`config.mk`:
```
export PLATFORM = sky130hd
export DESIGN_NAME = ps2_keystate
export DESIGN_NICKNAME = d
export VERILOG_FILES = /design/src/rtl/ps2_keystate.sv
export SDC_FILE = /design/constraint.sdc
export NUM_CORES = 1
export LEC_CHECK = 0
export CELL_PAD_IN_SITES_DETAIL_PLACEMENT = 0
export CELL_PAD_IN_SITES_GLOBAL_PLACEMENT = 1
export CORE_MARGIN = 2
export CORE_UTILIZATION = 40
export DETAILED_ROUTE_END_ITERATION = 10
export PLACE_DENSITY_LB_ADDON = 0.15
export SLEW_MARGIN = 0
export SYNTH_ARGS = -nofsm -noshare
export SYNTH_HDL_FRONTEND = slang
export SYNTH_SLANG_ARGS = --single-unit
```
`constraint.sdc`:
```
create_clock -name clk -period 2.9 [get_ports clk]
set_input_delay 0.29 -clock clk [delete_from_list [all_inputs] [get_ports clk]]
set_output_delay 0.29 -clock clk [all_outputs]
set_load 0.03 [all_outputs]
```
`src/rtl/ps2_keystate.sv`:
```
// rtl/ps2_keystate.sv - PS/2 set-2 receiver and make/break decoder driving the key matrix state
module ps2_keystate #(
    parameter int TIMEOUT_CYCLES = 2500
) (
    input  logic        clk,
    input  logic        reset_n,
    input  logic        ps2_clk,
    input  logic        ps2_data,
    output logic [0:47] key_state,
    output logic        alpha_state,
    output logic [7:0]  scancode,
    output logic        scancode_valid,
    output logic        frame_err
);
    localparam int WD_W = $clog2(TIMEOUT_CYCLES + 1);
    localparam logic [WD_W-1:0] WD_LAST = WD_W'(TIMEOUT_CYCLES - 1);

    typedef enum logic [1:0] {RX_IDLE, RX_DATA, RX_PARITY, RX_STOP} rx_state_t;

    logic            clk_s1_q, clk_s2_q, clk_prev_q, dat_s1_q, dat_s2_q;
    rx_state_t       rx_state_q, rx_state_d;
    logic [2:0]      bit_cnt_q, bit_cnt_d;
    logic [7:0]      shift_q, shift_d;
    logic            par_q, par_d;
    logic [WD_W-1:0] wd_q, wd_d;
    logic [7:0]      scancode_q, scancode_d;
    logic            valid_q, valid_d;
    logic            err_q, err_d;
    logic            ext_q, ext_d, brk_q, brk_d;
    logic [2:0]      skip_q, skip_d;
    logic            caps_down_q, caps_down_d;
    logic            alpha_q, alpha_d;
    logic [5:0]      mod_q, mod_d;
    logic [0:47]     keys_q, keys_d;
    logic            fall;
    logic [6:0]      map_res;

    // Returns {mapped, index} for non-modifier keys; modifiers and caps are handled separately.
    function automatic logic [6:0] map_code(input logic ext, input logic [7:0] code);
        map_code = 7'd0;
        if (ext) begin
            if (code == 8'h5A) map_code = {1'b1, 6'd2};
        end else begin
            case (code)
                8'h55: map_code = {1'b1, 6'd0};   8'h29: map_code = {1'b1, 6'd1};
                8'h5A: map_code = {1'b1, 6'd2};
                8'h49: map_code = {1'b1, 6'd8};   8'h4B: map_code = {1'b1, 6'd9};
                8'h44: map_code = {1'b1, 6'd10};  8'h46: map_code = {1'b1, 6'd11};
                8'h1E: map_code = {1'b1, 6'd12};  8'h1B: map_code = {1'b1, 6'd13};
                8'h1D: map_code = {1'b1, 6'd14};  8'h22: map_code = {1'b1, 6'd15};
                8'h41: map_code = {1'b1, 6'd16};  8'h42: map_code = {1'b1, 6'd17};
                8'h43: map_code = {1'b1, 6'd18};  8'h3E: map_code = {1'b1, 6'd19};
                8'h26: map_code = {1'b1, 6'd20};  8'h23: map_code = {1'b1, 6'd21};
                8'h24: map_code = {1'b1, 6'd22};  8'h21: map_code = {1'b1, 6'd23};
                8'h3A: map_code = {1'b1, 6'd24};  8'h3B: map_code = {1'b1, 6'd25};
                8'h3C: map_code = {1'b1, 6'd26};  8'h3D: map_code = {1'b1, 6'd27};
                8'h25: map_code = {1'b1, 6'd28};  8'h2B: map_code = {1'b1, 6'd29};
                8'h2D: map_code = {1'b1, 6'd30};  8'h2A: map_code = {1'b1, 6'd31};
                8'h31: map_code = {1'b1, 6'd32};  8'h33: map_code = {1'b1, 6'd33};
                8'h35: map_code = {1'b1, 6'd34};  8'h36: map_code = {1'b1, 6'd35};
                8'h2E: map_code = {1'b1, 6'd36};  8'h34: map_code = {1'b1, 6'd37};
                8'h2C: map_code = {1'b1, 6'd38};  8'h32: map_code = {1'b1, 6'd39};
                8'h4A: map_code = {1'b1, 6'd40};  8'h4C: map_code = {1'b1, 6'd41};
                8'h4D: map_code = {1'b1, 6'd42};  8'h45: map_code = {1'b1, 6'd43};
                8'h16: map_code = {1'b1, 6'd44};  8'h1C: map_code = {1'b1, 6'd45};
                8'h15: map_code = {1'b1, 6'd46};  8'h1A: map_code = {1'b1, 6'd47};
                default: map_code = 7'd0;
            endcase
        end
    endfunction

    assign fall = clk_prev_q & ~clk_s2_q;

    always_comb begin
        rx_state_d = rx_state_q;
        bit_cnt_d  = bit_cnt_q;
        shift_d    = shift_q;
        par_d      = par_q;
        scancode_d = scancode_q;
        valid_d    = 1'b0;
        err_d      = 1'b0;
        if (rx_state_q == RX_IDLE || fall) wd_d = '0;
        else                               wd_d = wd_q + 1'b1;
        case (rx_state_q)
            RX_IDLE: if (fall && !dat_s2_q) begin
                rx_state_d = RX_DATA;
                bit_cnt_d  = 3'd0;
            end
            RX_DATA: if (fall) begin
                shift_d   = {dat_s2_q, shift_q[7:1]};
                bit_cnt_d = bit_cnt_q + 3'd1;
                if (bit_cnt_q == 3'd7) rx_state_d = RX_PARITY;
            end
            RX_PARITY: if (fall) begin
                par_d      = dat_s2_q;
                rx_state_d = RX_STOP;
            end
            RX_STOP: if (fall) begin
                rx_state_d = RX_IDLE;
                if (dat_s2_q && (^{shift_q, par_q})) begin
                    scancode_d = shift_q;
                    valid_d    = 1'b1;
                end else begin
                    err_d = 1'b1;
                end
            end
            default: rx_state_d = RX_IDLE;
        endcase
        // A stalled frame is abandoned; the falling-edge case above has priority.
        if (rx_state_q != RX_IDLE && !fall && wd_q == WD_LAST) begin
            rx_state_d = RX_IDLE;
            err_d      = 1'b1;
            wd_d       = '0;
        end
    end

    always_comb begin
        ext_d       = ext_q;
        brk_d       = brk_q;
        skip_d      = skip_q;
        caps_down_d = caps_down_q;
        alpha_d     = alpha_q;
        mod_d       = mod_q;
        keys_d      = keys_q;
        map_res     = map_code(ext_q, scancode_q);
        if (valid_q) begin
            if (skip_q != 3'd0) begin
                skip_d = skip_q - 3'd1;
            end else begin
                case (scancode_q)
                    8'hE0: ext_d = 1'b1;
                    8'hF0: brk_d = 1'b1;
                    8'hE1: skip_d = 3'd7;
                    8'hAA, 8'hFC, 8'hFF: begin
                        keys_d      = '0;
                        mod_d       = '0;
                        caps_down_d = 1'b0;
                        ext_d       = 1'b0;
                        brk_d       = 1'b0;
                    end
                    8'h00, 8'hEE, 8'hFA, 8'hFE: begin
                        ext_d = 1'b0;
                        brk_d = 1'b0;
                    end
                    default: begin
                        ext_d = 1'b0;
                        brk_d = 1'b0;
                        case ({ext_q, scancode_q})
                            9'h058: begin
                                if (brk_q) caps_down_d = 1'b0;
                                else if (!caps_down_q) begin
                                    alpha_d     = ~alpha_q;
                                    caps_down_d = 1'b1;
                                end
                            end
                            9'h011: mod_d[0] = ~brk_q;
                            9'h111: mod_d[1] = ~brk_q;
                            9'h012: mod_d[2] = ~brk_q;
                            9'h059: mod_d[3] = ~brk_q;
                            9'h014: mod_d[4] = ~brk_q;
                            9'h114: mod_d[5] = ~brk_q;
                            default: if (map_res[6]) keys_d[map_res[5:0]] = ~brk_q;
                        endcase
                    end
                endcase
            end
        end
        keys_d[3] = 1'b0;
        keys_d[4] = mod_d[0] | mod_d[1];
        keys_d[5] = mod_d[2] | mod_d[3];
        keys_d[6] = mod_d[4] | mod_d[5];
        keys_d[7] = 1'b0;
    end

    always_ff @(posedge clk or negedge reset_n) begin
        if (!reset_n) begin
            clk_s1_q    <= 1'b1;
            clk_s2_q    <= 1'b1;
            clk_prev_q  <= 1'b1;
            dat_s1_q    <= 1'b1;
            dat_s2_q    <= 1'b1;
            rx_state_q  <= RX_IDLE;
            bit_cnt_q   <= '0;
            shift_q     <= '0;
            par_q       <= 1'b0;
            wd_q        <= '0;
            scancode_q  <= '0;
            valid_q     <= 1'b0;
            err_q       <= 1'b0;
            ext_q       <= 1'b0;
            brk_q       <= 1'b0;
            skip_q      <= '0;
            caps_down_q <= 1'b0;
            alpha_q     <= 1'b1;
            mod_q       <= '0;
            keys_q      <= '0;
        end else begin
            clk_s1_q    <= ps2_clk;
            clk_s2_q    <= clk_s1_q;
            clk_prev_q  <= clk_s2_q;
            dat_s1_q    <= ps2_data;
            dat_s2_q    <= dat_s1_q;
            rx_state_q  <= rx_state_d;
            bit_cnt_q   <= bit_cnt_d;
            shift_q     <= shift_d;
            par_q       <= par_d;
            wd_q        <= wd_d;
            scancode_q  <= scancode_d;
            valid_q     <= valid_d;
            err_q       <= err_d;
            ext_q       <= ext_d;
            brk_q       <= brk_d;
            skip_q      <= skip_d;
            caps_down_q <= caps_down_d;
            alpha_q     <= alpha_d;
            mod_q       <= mod_d;
            keys_q      <= keys_d;
        end
    end

    assign key_state      = keys_q;
    assign alpha_state    = alpha_q;
    assign scancode       = scancode_q;
    assign scancode_valid = valid_q;
    assign frame_err      = err_q;
endmodule

```
==> run metrics <==
cell-by-cell trace of the critical path buf_4 > ha_1 > buf_4 > mux4_2 > o211ai_4 > buf_4 > nand3_2 > o211a_1 > a221o_1; root buf cell clkbuf_16; clock-pin slew on the worst setup and hold paths ~0.070 ns; antenna viol nets, final 0; slowest stage delay, CP 0.47 ns; cell area after layout 7550 µm²; relative contribution of sequential cells to total power between 30% and 40%; initial standard-cell utilization of the core 41.1%; final critical-path setup slack 0.114 ns; Critical Path End key_state[9]$_DFFE_PN0P_; number of antenna violations at the first check in global routing 0; antenna cell count 0; H-Tree Level Count 3; pin count of the biggest net entering global routing 64; switching power total 1.55 mW; IO Pins 63; number of detailed-route iterations in the first pass 5; cell-internal power 2.85 mW; met3 Use GR 3.84%; leakage power 3.12 nW; cell count of the worst reg-to-reg path 9; via count 5167; M2 GR Usage 33.6%; top cell family by delay on the critical path compound AO/OA/AOI/OAI gates; fraction of layout cells with a size suffix above 1 22.0%; area of the core around 15000 µm²; highest net fanout along the worst path 12; Bufs and invs on worst path 3; wire per inst 18.7 µm; path type of the worst setup path reg -> reg; peak clock frequency supported by timing 359 MHz; Post-layout nets between 700 and 800; clock sink count 100; residual DRC count 0; final wirelength 16.6 mm; total count of hold-check failures in the final report 0; slowest cell on the critical path mux4_2; Setup-failing EPs final 0; total count of max-transition violations in the final report 0; maximum capacitance violations 0; later-pin clock latency in the skew report between 0.3 and 0.4 ns; final cycle utilization of the critical path 96.1%; Max Root-Sink Buffers 2; fraction of power spent switching nets between 30% and 40%; dominant cell type by area after synthesis dfrtp_1; fraction of post-synthesis cell area in the top cell type by area 39.2%; met1 demand-to-capacity share in global routing 30.6%; mean instance size in the synthesized netlist 9.92 µm²; class of the tightest hold or removal check in -> reg; most used flip-flop cell after synthesis dfrtp_1; first-pass GRT wire length roughly 28 mm; detailed placer's ending HPWL 12.1 mm; Max-slew headroom 66.4%; drt first-iter violations 446; r2r endpoint key_state[9]$_DFFE_PN0P_; Setup Skew 0.00834 ns; worst setup timing slack at the placement stage -0.165 ns; worst slew pin tran 0.504 ns; overall die height about 130 µm; kind of end point of the critical path flip-flop; area growth from synthesis to layout 25.8%; total gr overflow 0; Mapped Cells 605; count of flip-flops with a built-in enable after synthesis 0; register bit total from synthesis 100; signal arrival time at the worst endpoint just over 3 ns; placer's final routability congestion estimate 0.929; launching element type of the critical path flip-flop; sequential element share of the synthesized area approximately two fifths; DP Area about 7100 µm²; Yosys warnings 0; Logic pwr share 32.7%; CTS tree done; endpoint required time on the critical path 3.13 ns; die area 16000 µm²; result of the run finished, final reports clean; detail-routed via count per cell 5.81; largest cells by area after synthesis dfrtp_1 (39%), o211ai_1 (8.5%), nand2_1 (4.6%); Clk network pwr share 28.4%; distinct cell type count after synthesis 84; start point of the critical path scancode[1]$_DFFE_PN0P_; instance count on the critical path 9; peak-usage layer in the global routing report met2; die width 126 µm; quantity of I/O buffers inserted on ports 60; setup slack of the worst register-to-register path about 0.11 ns; overall global routing resource usage a little over a fifth; number of non-filler instances in the completed layout 889; number of global-route vias before repair 5096; Cell Area, Synth 6000 µm²; Num CTS Buffers 9; pwr dens 582 nW/µm²; fin crit period 2.79 ns; final-layout setup total negative slack 0 ns; share of synthesized registers carrying an async set or reset 100%; final core utilization slightly above 50%; Placed Instances 871; startpoint of the most critical register-to-register path scancode[1]$_DFFE_PN0P_; # rows 44; worst voltage drop across the vdd grid roughly 480 µV; cell repeated most along the worst path buf_4
-- registers in the layout (all words and copies together) (netlist names), 2 cells and up --
signal / count
shift_q: 8
rx_state_q: 2
skip_q: 3
wd_q: 12
mod_q: 6
key_state: 46
scancode: 8
bit_cnt_q: 3
-- power by group through the flow --
stage	clock, mW	combinational [mW]	sequential [mW]
global placement	0	1.33	1.73
global route	1.33	1.57	1.73
CTS	1.27	1.38	1.71
finish	1.25	1.43	1.71
floorplan	0	0.909	1.68
detailed placement	0	1.36	1.73
-- layer usage --
layer  wire (µm)  vias up
met3         812       18
li1            -     2446
met2        7780      116
met5           0        -
met1        7710     2587
met4         295        0
-- stage by stage --
stage                     hold WS (ns)  power [mW]
final                            0.331        4.39
after global routing             0.321        4.64
after CTS                        0.320        4.36
after detailed placement         0.292        3.09
after global placement           0.285        3.06
after floorplan               -0.00559        2.59
-- how the worst min path moves through the flow --
stage	from	to	slack, ns	cells past startpoint
2_1_floorplan	reset_n	bit_cnt_q[0]$_DFFE_PN0P_	-0.006	0
3_3_place_gp	reset_n	key_state[5]$_DFF_PN0_	0.28	1
3_5_place_dp	reset_n	key_state[5]$_DFF_PN0_	0.29	1
4_1_cts	ps2_data	dat_s1_q$_DFF_PN1_	0.32	1
5_1_grt	ps2_clk	clk_s1_q$_DFF_PN1_	0.32	1
6_report	ps2_data	dat_s1_q$_DFF_PN1_	0.33	1
-- final cells by class --
class                   instances  area (µm²)
inverters                      15        56.3
multi-input cells             454        3360
well taps                     184         230
repair buffers                120        1090
clock inverters                 6        71.3
fillers                      1341        7040
clock buffers                  10         229
flip-flops and latches        100        2510
-- synthesized netlist by cell type (all sizes together), types with 9 or more instances --
library cell / count
dfrtp: 94
nand2: 77
o211ai: 69
buf: 29
nor2: 26
o21ai: 26
nand3: 24
mux2: 20
a21oi: 17
ha: 15
inv: 15
nand2b: 15
nor2b: 13
xnor2: 11
nor3: 9
xor2: 9
-- placed cells by master, fill, tap and decap left out, types with 4 or more instances in the layout --
cell type,instances
dfrtp_1,91
nand2_1,71
o211ai_1,68
clkdlybuf4s50_1,59
buf_4,57
nor2_1,25
o21ai_0,24
nand3_1,20
mux2_2,19
inv_1,15
ha_1,15
nand2b_1,14
a21oi_1,14
nor2b_1,11
xnor2_1,11
xor2_1,9
clkbuf_16,9
and3_1,8
and2_1,7
nand4_1,7
or2_2,6
nand2_2,6
a221o_1,6
dfstp_2,6
o211a_1,5
or3_1,4
nand3b_1,4
nor3_1,4
a32oi_1,4
-- kinds of logic after synthesis --
group / count (synthesis) / synth area share, %
flip-flops: 100 / 41.8
adder cells (fa/ha/maj): 15 / 3.13
AO/OA/AOI/OAI: 173 / 22.4
multiplexers: 24 / 4.90
other: 1 / 0.0625
AND/OR/NAND/NOR: 220 / 19.8
buffers and inverters: 52 / 4.92
XOR/XNOR: 20 / 2.92
-- repair_timing --
item                                   in CTS  in global routing
pin swaps                                   1                  3
setup endpoints to repair                  38                 41
gates resized for setup                     5                 24
hold buffers                                1                  0
endpoints found under the hold margin      31                  0
buffers inserted                            0                  1
No activity file was read; power rests on OpenSTA's default activity.
